`src/rtl/gate_bist_checker_settle_timer.sv`:
```
// Settle down-counter: loads a cycle count and flags its final cycle.
// Latency: expired is high in the value-th cycle after load; no backpressure.
// Backpressure: none, the counter free-runs down to zero and then idles.
module settle_timer (
    input  logic       clk,
    input  logic       rst_n,
    input  logic       load,
    input  logic [3:0] value,
    output logic       expired
);

    logic [3:0] cnt;

    always_ff @(posedge clk or negedge rst_n) begin
        if (!rst_n) begin
            cnt <= 4'd0;
        end else if (load) begin
            cnt <= value;
        end else if (cnt != 4'd0) begin
            cnt <= cnt - 4'd1;
        end
    end

    // High in the last waiting cycle, so the FSM leaves WAIT after exactly value cycles.
    assign expired = (cnt == 4'd1);

endmodule

```
`config.mk`:
```
export PLATFORM = sky130hd
export DESIGN_NAME = settle_timer
export DESIGN_NICKNAME = d
export VERILOG_FILES = /design/src/rtl/gate_bist_checker_settle_timer.sv
export SDC_FILE = /design/constraint.sdc
export NUM_CORES = 1
export LEC_CHECK = 0
export BUFFER_PORTS_ARGS = -buffer_cell sky130_fd_sc_hd__buf_2
export CAP_MARGIN = 40
export CORE_AREA = 5 5 42 44
export DETAILED_ROUTE_END_ITERATION = 7
export DIE_AREA = 0 0 47 49
export SETUP_SLACK_MARGIN = 0.02
export SYNTH_ARGS = -nofsm -noshare
export SYNTH_HDL_FRONTEND = slang
export SYNTH_SLANG_ARGS = --single-unit
```
`constraint.sdc`:
```
create_clock -name clk -period 1.63 [get_ports clk]
set_input_delay 0.0815 -clock clk [delete_from_list [all_inputs] [get_ports clk]]
set_output_delay 0.0815 -clock clk [all_outputs]
set_load 0.05 [all_outputs]
```
# Yosys cells after proc, flatten, opt, wreduce, memory -nomap -nowiden

Index checks and enable logic that the tools add are counted.

Register bits: 4

$add $sub $neg: 1
Equality and inequality tests: 1
Mux-type cells: 2
Reductions and logical operators: 2

Operators by type and width:

| operator                                          | number |
|---|---|
| two-way mux 4 bit                                 | 2 |
| == test 4 x 1 -> 1 bit (second input constant)    | 1 |
| nonzero test 4 bit                                | 1 |
| subtractor 4 x 1 -> 4 bit (second input constant) | 1 |
| nonzero test 2 bit                                | 1 |

# Logic depth before layout (Yosys ltp)

Gate-level depths: netlist of run 1.

Word-level depth: 3
Gate-level depth with buffers: 5
Mapped depth without buffers: 5

# Least setup slack after synthesis of run 1

OpenSTA, ideal clock, no wires.

Path kind: reg2out
From: register cnt[1]
To: output port expired
Arrival time: 1.741 ns
Required time: 1.548 ns
Slack: -0.193 ns
Stages on the path, launching flop included: 4
Path buffers: 0
Cell sequence: dfrtp_1 > inv_1 > ha_1 > nor3b_1

Cells in the longest elaborated chain, start to end: 1

Ends and longest elaborated chain:

| element                | line | text |
|---|---|---|
| start, declared        | 12   | `logic [3:0] cnt;` |
| start signal, assigned | 18   | `cnt <= value;` |
| start signal, assigned | 20   | `cnt <= cnt - 4'd1;` |
| == test 4 x 1 -> 1 bit | 25   | `assign expired = (cnt == 4'd1);` |
| end, declared          | 9    | `output logic expired` |

No other way between the ends.

# Worst setup path after layout of run 1

From: register cnt[0]
To: register cnt[1]

Cells in the longest elaborated chain, start to end: 3
Elaborated cells between the ends (all ways): 5

Ends and longest elaborated chain:

| element                   | line | text |
|---|---|---|
| subtractor 4 x 1 -> 4 bit | 20   |  |
| two-way mux 4 bit         | 19   | `end else if (cnt != 4'd0) begin` |
| two-way mux 4 bit         | 17   | `end else if (load) begin` |

Parallel ways exist; a longest one is shown, timed or not. The select of a mux whose other input is x is not followed.
A chain may end at the register's enable or synchronous reset.

==> reports/results.txt, run 1 <==
critical-path cell list = inv_1, ha_1, nor3b_4, mux2i_1, mux2_2
Register-to-Register Path Depth = 5
syn nets = 34
clk_lat worst skew = 0.23 ns
Max VDD drop = 0.0006214 V
top flop regs = cnt x4
Starting Density = 18.93%
Hold EP = cnt[0]
initial antenna violation count = 0
reg-to-reg endpoint = cnt[1]
register area share after synthesis = 37.74%
Post-Route Skew = 0.002922 ns
clk buf depth = 2
CP startpoint kind = flop
Synth-to-Final Area Change = 32.08%
quantity of I/O buffers inserted on ports = 7
Seq pwr share = 36.5%
Synth cell types = 14
Critical Path AT = 1.54 ns
switching share of power = 33.47%
row cnt = 14
Sink Count = 4
largest net degree at the start of global routing = 9
Routed Antenna Nets = 0
vias = 192
fmax = 698.6 MHz
RSZ-0062 raised after global routing = false
Num CTS Buffers = 3
fin crit share = 87.82%
DR vias/cell = 3.840
drt wl/cell = 9.240 um
Crit. End Element = flop
vias in the first global route = 208
Hold Violations, Final = 0
critical-path maximum fanout = 3
Clk network pwr share = 26.9%
PwrDens = 1242 mW/mm^2
Pre-antenna DRT Iters = 1
Antenna Cells = 0
WL final = 462 um
Hold Buf Count CTS = 1
layout cells sized above 1 = 38.24%
register with the most flip-flops = cnt
Min-Delay Startpoint = value[0]
Die Y = 49 um
Clock Tree Root = clkbuf_4
Tmin final = 1.431 ns
Final nets = 46
first-pass GRT wire length = 855 um
outcome = finished clean
Post-Syn Area per Cell = 11.05 sq um
max FFs per register = 4
post-cts resize count = 0
Slowest-stage cell, CP = dfrtp_1
Slew Viols, Final = 0
# setup viols final = 0
Yosys reg bits = 4
headroom to the max-slew limit = 83.51%
I/O pin total = 8
Die X = 47 um
WS Path Type = reg2reg
Min-Delay Path Depth = 3
Maximum Capacitance Violations = 0
grt total ovfl = 0
Clock Pin Slew Worst Setup and Hold Paths = 0.03 ns
hpwl dp = 389.1 um
post-synth top area cell = dfrtp_1
Reg-to-Reg Start = cnt[0]
top cells by area in the synthesized netlist = dfrtp_1 38%, ha_1 14%, nor3b_4 7.1%
Pleak = 0.1612 nW
htree depth = 1
Syn. warnings = 0
pin slew with the least headroom to its limit = 0.2491 ns
Syn Inst Count = 24
DRC Markers = 0
Die Footprint = 0.002303 sq mm
TritonCTS clock tree = yes
Mapped Area = 265.3 sq um
combinational group share of total power = 36.7%
top-area cell type share of the netlist area = 37.74%
core box area = 0.001401 sq mm
Switch Pwr = 145.6 uW
R2R Setup Slk = 0.20 ns
GP Congestion = 0.6085
post-CTS setup buffers = 0
delay of the slowest cell on the worst path = 0.39 ns
P_int = 289.4 uW
1st-iter DRT viols = 0
worst min path class = in2reg
Required @ worst endpoint = 1.74 ns
Hold WS = 0.07025 ns
GR Util All Layers = 5.505%
setup TNS = 0 ns
worst max path at each step:
stage / start / to / slack [ns] / depth (start not counted)
final: cnt[0] / cnt[1] / 0.20 / 5
after global routing: cnt[1] / expired / 0.13 / 4
after CTS: cnt[0] / cnt[1] / 0.18 / 5
after detailed placement: cnt[0] / cnt[1] / 0.18 / 5
after global placement: cnt[0] / cnt[1] / 0.23 / 5
after floorplan: cnt[0] / cnt[1] / 0.30 / 5
cell type report:
class / instances / area (sq um)
Tap cell: 16 / 20.02
Fill cell: 157 / 1051
Timing Repair Buffer: 8 / 45.04
Multi-Input combinational cell: 17 / 155.1
Clock buffer: 3 / 22.52
Sequential cell: 4 / 100.1
Inverter: 2 / 7.507
cell families after synthesis:
family                     synth area share [%]
AOI/OAI and AO/OA                         8.490
xor gates and xnor gates                  6.605
adders and majority gates                 14.15
buffers and inverters                     5.662
DFF                                       37.74
muxes                                     8.019
and+or+nand+nor                           19.34
cells in the mapped netlist:
library cell and instances:
dfrtp_1 4, ha_1 3, inv_1 2, nand2_1 2, nor3_1 2, nor3b_1 2
xnor2_1 2, a221o_1 1, buf_4 1, mux2_2 1, mux2i_1 1, nor3b_4 1
o21ai_0 1, o31ai_1 1
cell usage in the layout, fill, tap and decap left out:
master,instances
a221o_1,1
ha_1,3
mux2i_1,1
nand2_1,2
clkbuf_4,3
nor3b_2,1
o31ai_1,1
buf_2,7
o21ai_0,1
nor3_1,2
nor3b_4,1
mux2_2,1
dfrtp_1,4
xnor2_1,2
inv_1,2
dlygate4sd3_1,1
nor3b_1,1
layer usage:
layer / part of all wire, % / track usage [%] / up-vias
li1: - / - / 103
met4: 0 / 2.765 / 0
met1: 47 / 7.522 / 80
met2: 38 / 5.656 / 9
met5: 0 / 0 / -
met3: 15 / 4.797 / 0
power by group through the flow:
stage | sequential, mW | clock (mW) | combinational (mW)
after detailed placement | 0.161 | 0 | 0.160
after CTS | 0.159 | 0.124 | 0.163
final | 0.159 | 0.117 | 0.159
after global routing | 0.163 | 0.138 | 0.183
after floorplan | 0.154 | 0 | 0.131
after global placement | 0.159 | 0 | 0.161
worst max-delay path: cells and delay by family, from the launching register on:
family,cells,cell delay (ns)
adder cells (fa/ha/maj),1,0.18
buffers and inverters,1,0.12
multiplexers,2,0.36
flip-flops,1,0.39
AND/OR/NAND/NOR,1,0.25
metrics by stage:
stage / setup slack (ns) / instance area, sq um / total power [mW] / util (%) / std cells
2_1_floorplan: 0.2978 / 270.3 / 0.2851 / - / 24
3_3_place_gp: 0.2264 / 317.8 / 0.3200 / 22.68 / 46
3_5_place_dp: 0.1819 / 317.8 / 0.3203 / 22.68 / 46
4_1_cts: 0.1776 / 350.3 / 0.4466 / 25.00 / 50
5_1_grt: 0.1251 / 350.3 / 0.4846 / 25.00 / 50
6_report: 0.1985 / 350.3 / 0.4350 / 25.00 / 50
(Power assumes the default switching activity.)
==> run 2: changes to the inputs <==
Settings changed: ABC_AREA from default to 1, CELL_PAD_IN_SITES_DETAIL_PLACEMENT from default to 0, CELL_PAD_IN_SITES_GLOBAL_PLACEMENT from default to 1, MAX_ROUTING_LAYER from default to met4, PLACE_DENSITY_LB_ADDON from default to 0.1.
==> run 2 against run 1 <==
  * Global-route usage increased by 1.4 points
  * Clock skew decreased by 0.0026 ns
  * Highest routed layer unchanged
  * Final cell count increased by 28%
  * Register-to-register slack improved by 0.24 ns
  * Hold slack improved by 0.036 ns
  * Largest cell class unchanged
==> reports/results.txt, run 2 <==
synth cell count leaders = 8 x nand2_1, 6 x inv_1, 4 x dfrtp_1, 3 x ha_1, 3 x nor2_1
quantity of I/O buffers inserted on ports = 7 (unchanged)
number of synthesized flops with an enable pin = 0 (unchanged)
core box area = 0.001401 sq mm (unchanged)
Slowest-stage cell, CP = dfrtp_1
Final nets = 60 (+30%)
# setup viols final = 0 (unchanged)
top-count cell post-synth = nand2_1
hpwl dp = 501.3 um (+29%)
worst min path class = in2reg
post-synth top area cell = dfrtp_1
Die Footprint = 0.002303 sq mm (unchanged)
Syn. warnings = 0 (unchanged)
Top delay family on crit path = buffers and inverters
I/O pin total = 8 (unchanged)
top flop regs = cnt x4
first-pass GRT wire length = 1062 um (+24%)
PwrDens = 1016 mW/mm^2 (-18%)
fmax = 751.8 MHz (+7.6%)
Synth-to-Final Area Change = 30.04%
pin slew with the least headroom to its limit = 0.2488 ns (-0.0002624 ns)
Num CTS Buffers = 3 (unchanged)
Hold Violations, Final = 0 (unchanged)
CP startpoint kind = flop
grt total ovfl = 0 (unchanged)
critical-path cell list = inv_1, ha_1, inv_1, nor2_1, buf_2
Hold WS = 0.1061 ns (+0.03590 ns)
Yosys reg bits = 4 (unchanged)
1st-iter DRT viols = 4 (+4)
Mapped Area = 291.5 sq um (+9.9%)
Routed Antenna Nets = 0 (unchanged)
Critical Path AT = 1.25 ns (-0.29 ns)
max FFs per register = 4 (unchanged)
Slew Viols, Final = 0 (unchanged)
Maximum Capacitance Violations = 0 (unchanged)
Tmin final = 1.330 ns (-0.1013 ns)
Starting Density = 20.80% (+1.9 points)
Hold Buf Count CTS = 1 (unchanged)
vias in the first global route = 243 (+17%)
largest net degree at the start of global routing = 8 (-1)
GR Util All Layers = 6.869% (+1.4 points)
Clock Pin Slew Worst Setup and Hold Paths = 0.04 ns (about the same)
WS Path Type = reg2out
DRC Markers = 0 (unchanged)
most frequent cells in the layout = 8 x nand2_1, 7 x buf_2, 6 x inv_1
Pre-antenna DRT Iters = 2 (+1)
Finished Core Util = 27.05% (+2.1 points)
initial antenna violation count = 0 (unchanged)
Die X = 47 um (unchanged)
Async S/R FF share, synth = 100.0% (unchanged)
drt wl/cell = 9.281 um (+0.45%)
delay of the slowest cell on the worst path = 0.37 ns (-0.02 ns)
leading cell type in the layout, fill and taps excluded = nand2_1
RSZ-0062 raised after global routing = false
Synth cell types = 14 (unchanged)
GP Congestion = 0.6892 (+13%)
fin crit share = 81.61% (-6.2 points)
post-CTS setup buffers = 0 (unchanged)
Pleak = 0.1969 nW (+22%)
top-area cell type share of the netlist area = 34.33% (-3.4 points)
Clock Tree Root = clkbuf_4
Antenna Cells = 0 (unchanged)
Die Y = 49 um (unchanged)
setup TNS = 0 ns (unchanged)
post-cts resize count = 0 (unchanged)
critical-path maximum fanout = 4 (+1)
Syn Inst Count = 37 (+54%)
Max VDD drop = 0.0003186 V (-49%)
top cells by area in the synthesized netlist = dfrtp_1 34%, ha_1 13%, nand2_1 10%
row cnt = 14 (unchanged)
CP most frequent cell = inv_1
syn nets = 47 (+38%)
DR vias/cell = 3.750 (-2.3%)
WP buf/inv = 3 (+2)
WL final = 594 um (+29%)
vias = 240 (+25%)
register area share after synthesis = 34.33% (-3.4 points)
Required @ worst endpoint = 1.55 ns (-0.19 ns)
Crit. End Element = output port
clk buf depth = 2 (unchanged)
TritonCTS clock tree = yes
prevailing post-synth register cell = dfrtp_1
Post-Route Skew = 0.0002967 ns (-0.002626 ns)
register with the most flip-flops = cnt
# fillers = 156 (-0.64%)
Sink Count = 4 (unchanged)
Post-Syn Area per Cell = 7.879 sq um (-29%)
clk_lat worst skew = 0.23 ns (about the same)
htree depth = 1 (unchanged)
headroom to the max-slew limit = 83.53% (about the same)
outcome = finished clean
layout cells sized above 1 = 35.42% (-2.8 points)
[run 2: power breakdown]
part	switching (mW)	internal [mW]	total, mW
logic	0.0782	0.0513	0.130
registers	0.0165	0.120	0.137
clock network	0.0367	0.0821	0.119
[run 2: worst register-to-register path, stage by stage, from the launching register on]
cell and delay [ns]:
dfrtp_1 0.37, inv_1 0.09, ha_1 0.21, or2_2 0.27
nand2_1 0.08, a21boi_2 0.05
[run 2: through the flow]
stage                     std cells  power, mW  area [sq um]  setup WS, ns
after floorplan                  37     0.2337         291.5        0.2657
after global placement           60     0.2685         346.6        0.4552
after detailed placement         60     0.2689         346.6        0.4448
after CTS                        64     0.3939         379.1        0.2789
after global routing             64     0.4271         379.1        0.1590
final                            64     0.3850         379.1        0.2998
[run 2: logic make-up after synthesis]
logic type,after synthesis,share of synthesized area (%)
AOI/OAI and AO/OA,8,17.17
adders and majority gates,3,12.88
buffers and inverters,7,9.011
and+or+nand+nor,15,26.61
DFF,4,34.34
[run 2: cell type report]
class	count	area, sq um	share of cell area (%)
tap	16	20.02	5.281
inverter	7	26.28	6.931
clock buffer	3	22.52	5.941
sequential	4	100.1	26.40
timing repair buffer	8	45.04	11.88
multi-input combinational	26	165.2	43.56
[run 2: path summary, 6_finish.rpt]
check,startpoint,endpoint,slack [ns],cells past startpoint
setup / recovery,cnt[1],expired,0.30,5
hold reg to reg,cnt[1],cnt[1],0.60,2
setup reg to reg,cnt[0],cnt[2],0.44,5
max in group asynchronous,rst_n,cnt[1],1.32,2
hold / removal,value[2],cnt[2],0.11,3
min in group asynchronous,rst_n,cnt[2],0.19,2
[run 2: routing by layer]
layer | share of wire [%] | GRT usage, %
met5 | 0 | -
met4 | 0 | 4.147
met3 | 6.9 | 3.321
met2 | 43 | 6.787
met1 | 50 | 10.38
==> run 3: changes to the inputs <==
Clock period 1.63 ns to 1.1 ns, I/O delays scaled along.
==> run 3 against run 2 <==
  * The flow now finishes with violations (setup timing)
  * Sequential share of layout area decreased by 5.1 points
  * Clock-buffer cell count did not move
  * Hold slack worse by 0.028 ns
  * Cell area is 25% higher
  * Sequential cell count unchanged
  * Clock power up 47%
  * Sequential power is 53% higher
  * Global-route usage is 0.58 points higher
  * Combinational power rose to 2.5 times the previous value
  * Final cell count rose by 4.7%
  * Highest routed layer unchanged
==> reports/results.txt, run 3 (synthesis results as in run 2) <==
outcome = finished, violations left
failing checks = setup timing
DRC Markers = 0 (unchanged)
Tmin final = 1.146 ns
max FFs per register = 4 (unchanged)
# setup viols final = 2 (+2)
post-place setup slack = -0.007463 ns (-0.4523 ns)
initial antenna violation count = 0 (unchanged)
Required @ worst endpoint = 1.21 ns (-0.34 ns)
Pre-antenna DRT Iters = 2 (unchanged)
Critical Path AT = 1.26 ns (about the same)
PwrDens = 1496 mW/mm^2 (+47%)
DP Area = 366.6 sq um (+5.8%)
headroom to the max-slew limit = 90.33% (+6.8 points)
I/O pin total = 8 (unchanged)
GR Util All Layers = 7.453% (+0.58 points)
CP startpoint kind = flop
core box area = 0.001401 sq mm (unchanged)
final std cells w/o fill = 67 (+4.7%)
clk_lat worst skew = 0.23 ns (about the same)
Clock Tree Root = clkbuf_4
leading cell type in the layout, fill and taps excluded = nand2_1
Hold Violations, Final = 0 (unchanged)
vias in the first global route = 281 (+16%)
WL final = 621 um (+4.5%)
Clock Pin Slew Worst Setup and Hold Paths = 0.03 ns (about the same)
hpwl dp = 508.8 um (+1.5%)
TritonCTS clock tree = yes
fin crit share = 104.2%
Final WS setup = -0.04580 ns (-0.3456 ns)
Sequential Area = 101.3 sq um (+1.2%)
Die X = 47 um (unchanged)
Placed Cells = 61 (+1.7%)
1st-iter DRT viols = 8 (+4)
drt wl/cell = 9.269 um (-0.14%)
RSZ-0062 raised after global routing = true
layout cells sized above 1 = 60.78% (+25 points)
grt total ovfl = 0 (unchanged)
Synth-to-Final Area Change = 63.09%
Crit. End Element = flop
critical-path maximum fanout = 3 (-1)
fmax = 872.8 MHz
Die Footprint = 0.002303 sq mm (unchanged)
Slew Viols, Final = 0 (unchanged)
htree depth = 1 (unchanged)
# fillers = 165 (+5.8%)
Routed Antenna Nets = 0 (unchanged)
Sink Count = 4 (unchanged)
GP Congestion = 0.6987 (+1.4%)
Final nets = 63 (+5.0%)
Max VDD drop = 0.0005437 V (+71%)
Starting Density = 20.80% (unchanged)
register with the most flip-flops = cnt
Post-Route Skew = 0.0001228 ns (-0.0001739 ns)
Num CTS Buffers = 3 (unchanged)
top flop regs = cnt x4
Antenna Cells = 0 (unchanged)
WS Path Type = reg2reg
first-pass GRT wire length = 1124 um (+5.8%)
DR vias/cell = 4.104 (+9.5%)
Multi-input gate area = 227.7 sq um (+38%)
clk buf depth = 2 (unchanged)
most frequent cells in the layout = 7 x nand2_1, 6 x buf_2, 4 x inv_2
row cnt = 14 (unchanged)
quantity of I/O buffers inserted on ports = 7 (unchanged)
vias = 275 (+15%)
Maximum Capacitance Violations = 0 (unchanged)
Die Y = 49 um (unchanged)
Pleak = 0.2144 nW (+8.9%)
pin slew with the least headroom to its limit = 0.1436 ns (-0.1052 ns)
largest net degree at the start of global routing = 8 (unchanged)
design area = 475.5 sq um (+25%)
worst min path class = in2reg
setup TNS = -0.07181 ns (-0.07181 ns)
-- run 3: changes by cell type in the layout (fill, tap and decap cells not counted), moves of 2 or more --
cell    change
inv_1       -3
nor2_4      +2
buf_4       +3
inv_2       +3
ha_1        -3
ha_4        +3
-- run 3: report_power, final --
group          switching (mW)  leakage (nW)  internal (mW)
Sequential             0.0310        0.0464          0.179
Combinational           0.169         0.154          0.157
Clock                  0.0536        0.0138          0.122
Total                   0.254         0.214          0.458
-- run 3: worst max-delay path: stages (launching register included) --
cell and delay, ns:
dfrtp_1 0.35, inv_2 0.06, buf_4 0.15, ha_4 0.16, or2_4 0.22, nand2_2 0.06
a21boi_2 0.04
-- run 3: path summary, 6_finish.rpt --
path,depth (start not counted),end,slack [ns],from
min in group asynchronous,2,cnt[3],0.16,rst_n
hold / removal,3,cnt[2],0.08,value[2]
hold reg to reg,3,cnt[0],0.68,cnt[0]
setup reg to reg,6,cnt[2],-0.05,cnt[1]
setup / recovery,6,cnt[2],-0.05,cnt[1]
max in group asynchronous,2,cnt[0],0.81,rst_n
-- run 3: what timing repair did --
| item | CTS | global route |
|---|---|---|
| buffers inserted | 2 | 0 |
| pin swaps | 3 | 0 |
| setup endpoints to repair | 4 | 5 |
| hold buffers | 1 | 0 |
| gates resized for setup | 11 | 5 |
| endpoints found under the hold margin | 4 | 0 |
-- run 3: layout make-up --
cell class	count	area share [%]
Clock buffer	3	4.737
Timing Repair Buffer	11	16.32
Inverter	7	5.526
Multi-Input combinational cell	26	47.89
Tap cell	16	4.211
Sequential cell	4	21.32
-- run 3: metrics by stage --
| stage | hold WS, ns | utilization, % | power, mW |
|---|---|---|---|
| CTS | 0.06852 | 32.32 | 0.6944 |
| global route | 0.08755 | 33.93 | 0.7848 |
| finish | 0.07845 | 33.93 | 0.7114 |
| global placement | -0.1353 | 26.16 | 0.4258 |
| detailed placement | -0.1382 | 26.16 | 0.4278 |
| floorplan | -0.2406 | - | 0.3672 |
-- run 3: routing by layer --
metal | track usage [%] | up-vias | share of wire (%) | wire [um]
li1 | - | 146 | - | -
met1 | 7.080 | 122 | 36 | 222
met2 | 11.31 | 7 | 60 | 373
met3 | 4.428 | 0 | 4.0 | 25
met4 | 4.147 | 0 | 0 | 0
met5 | - | - | 0 | 0
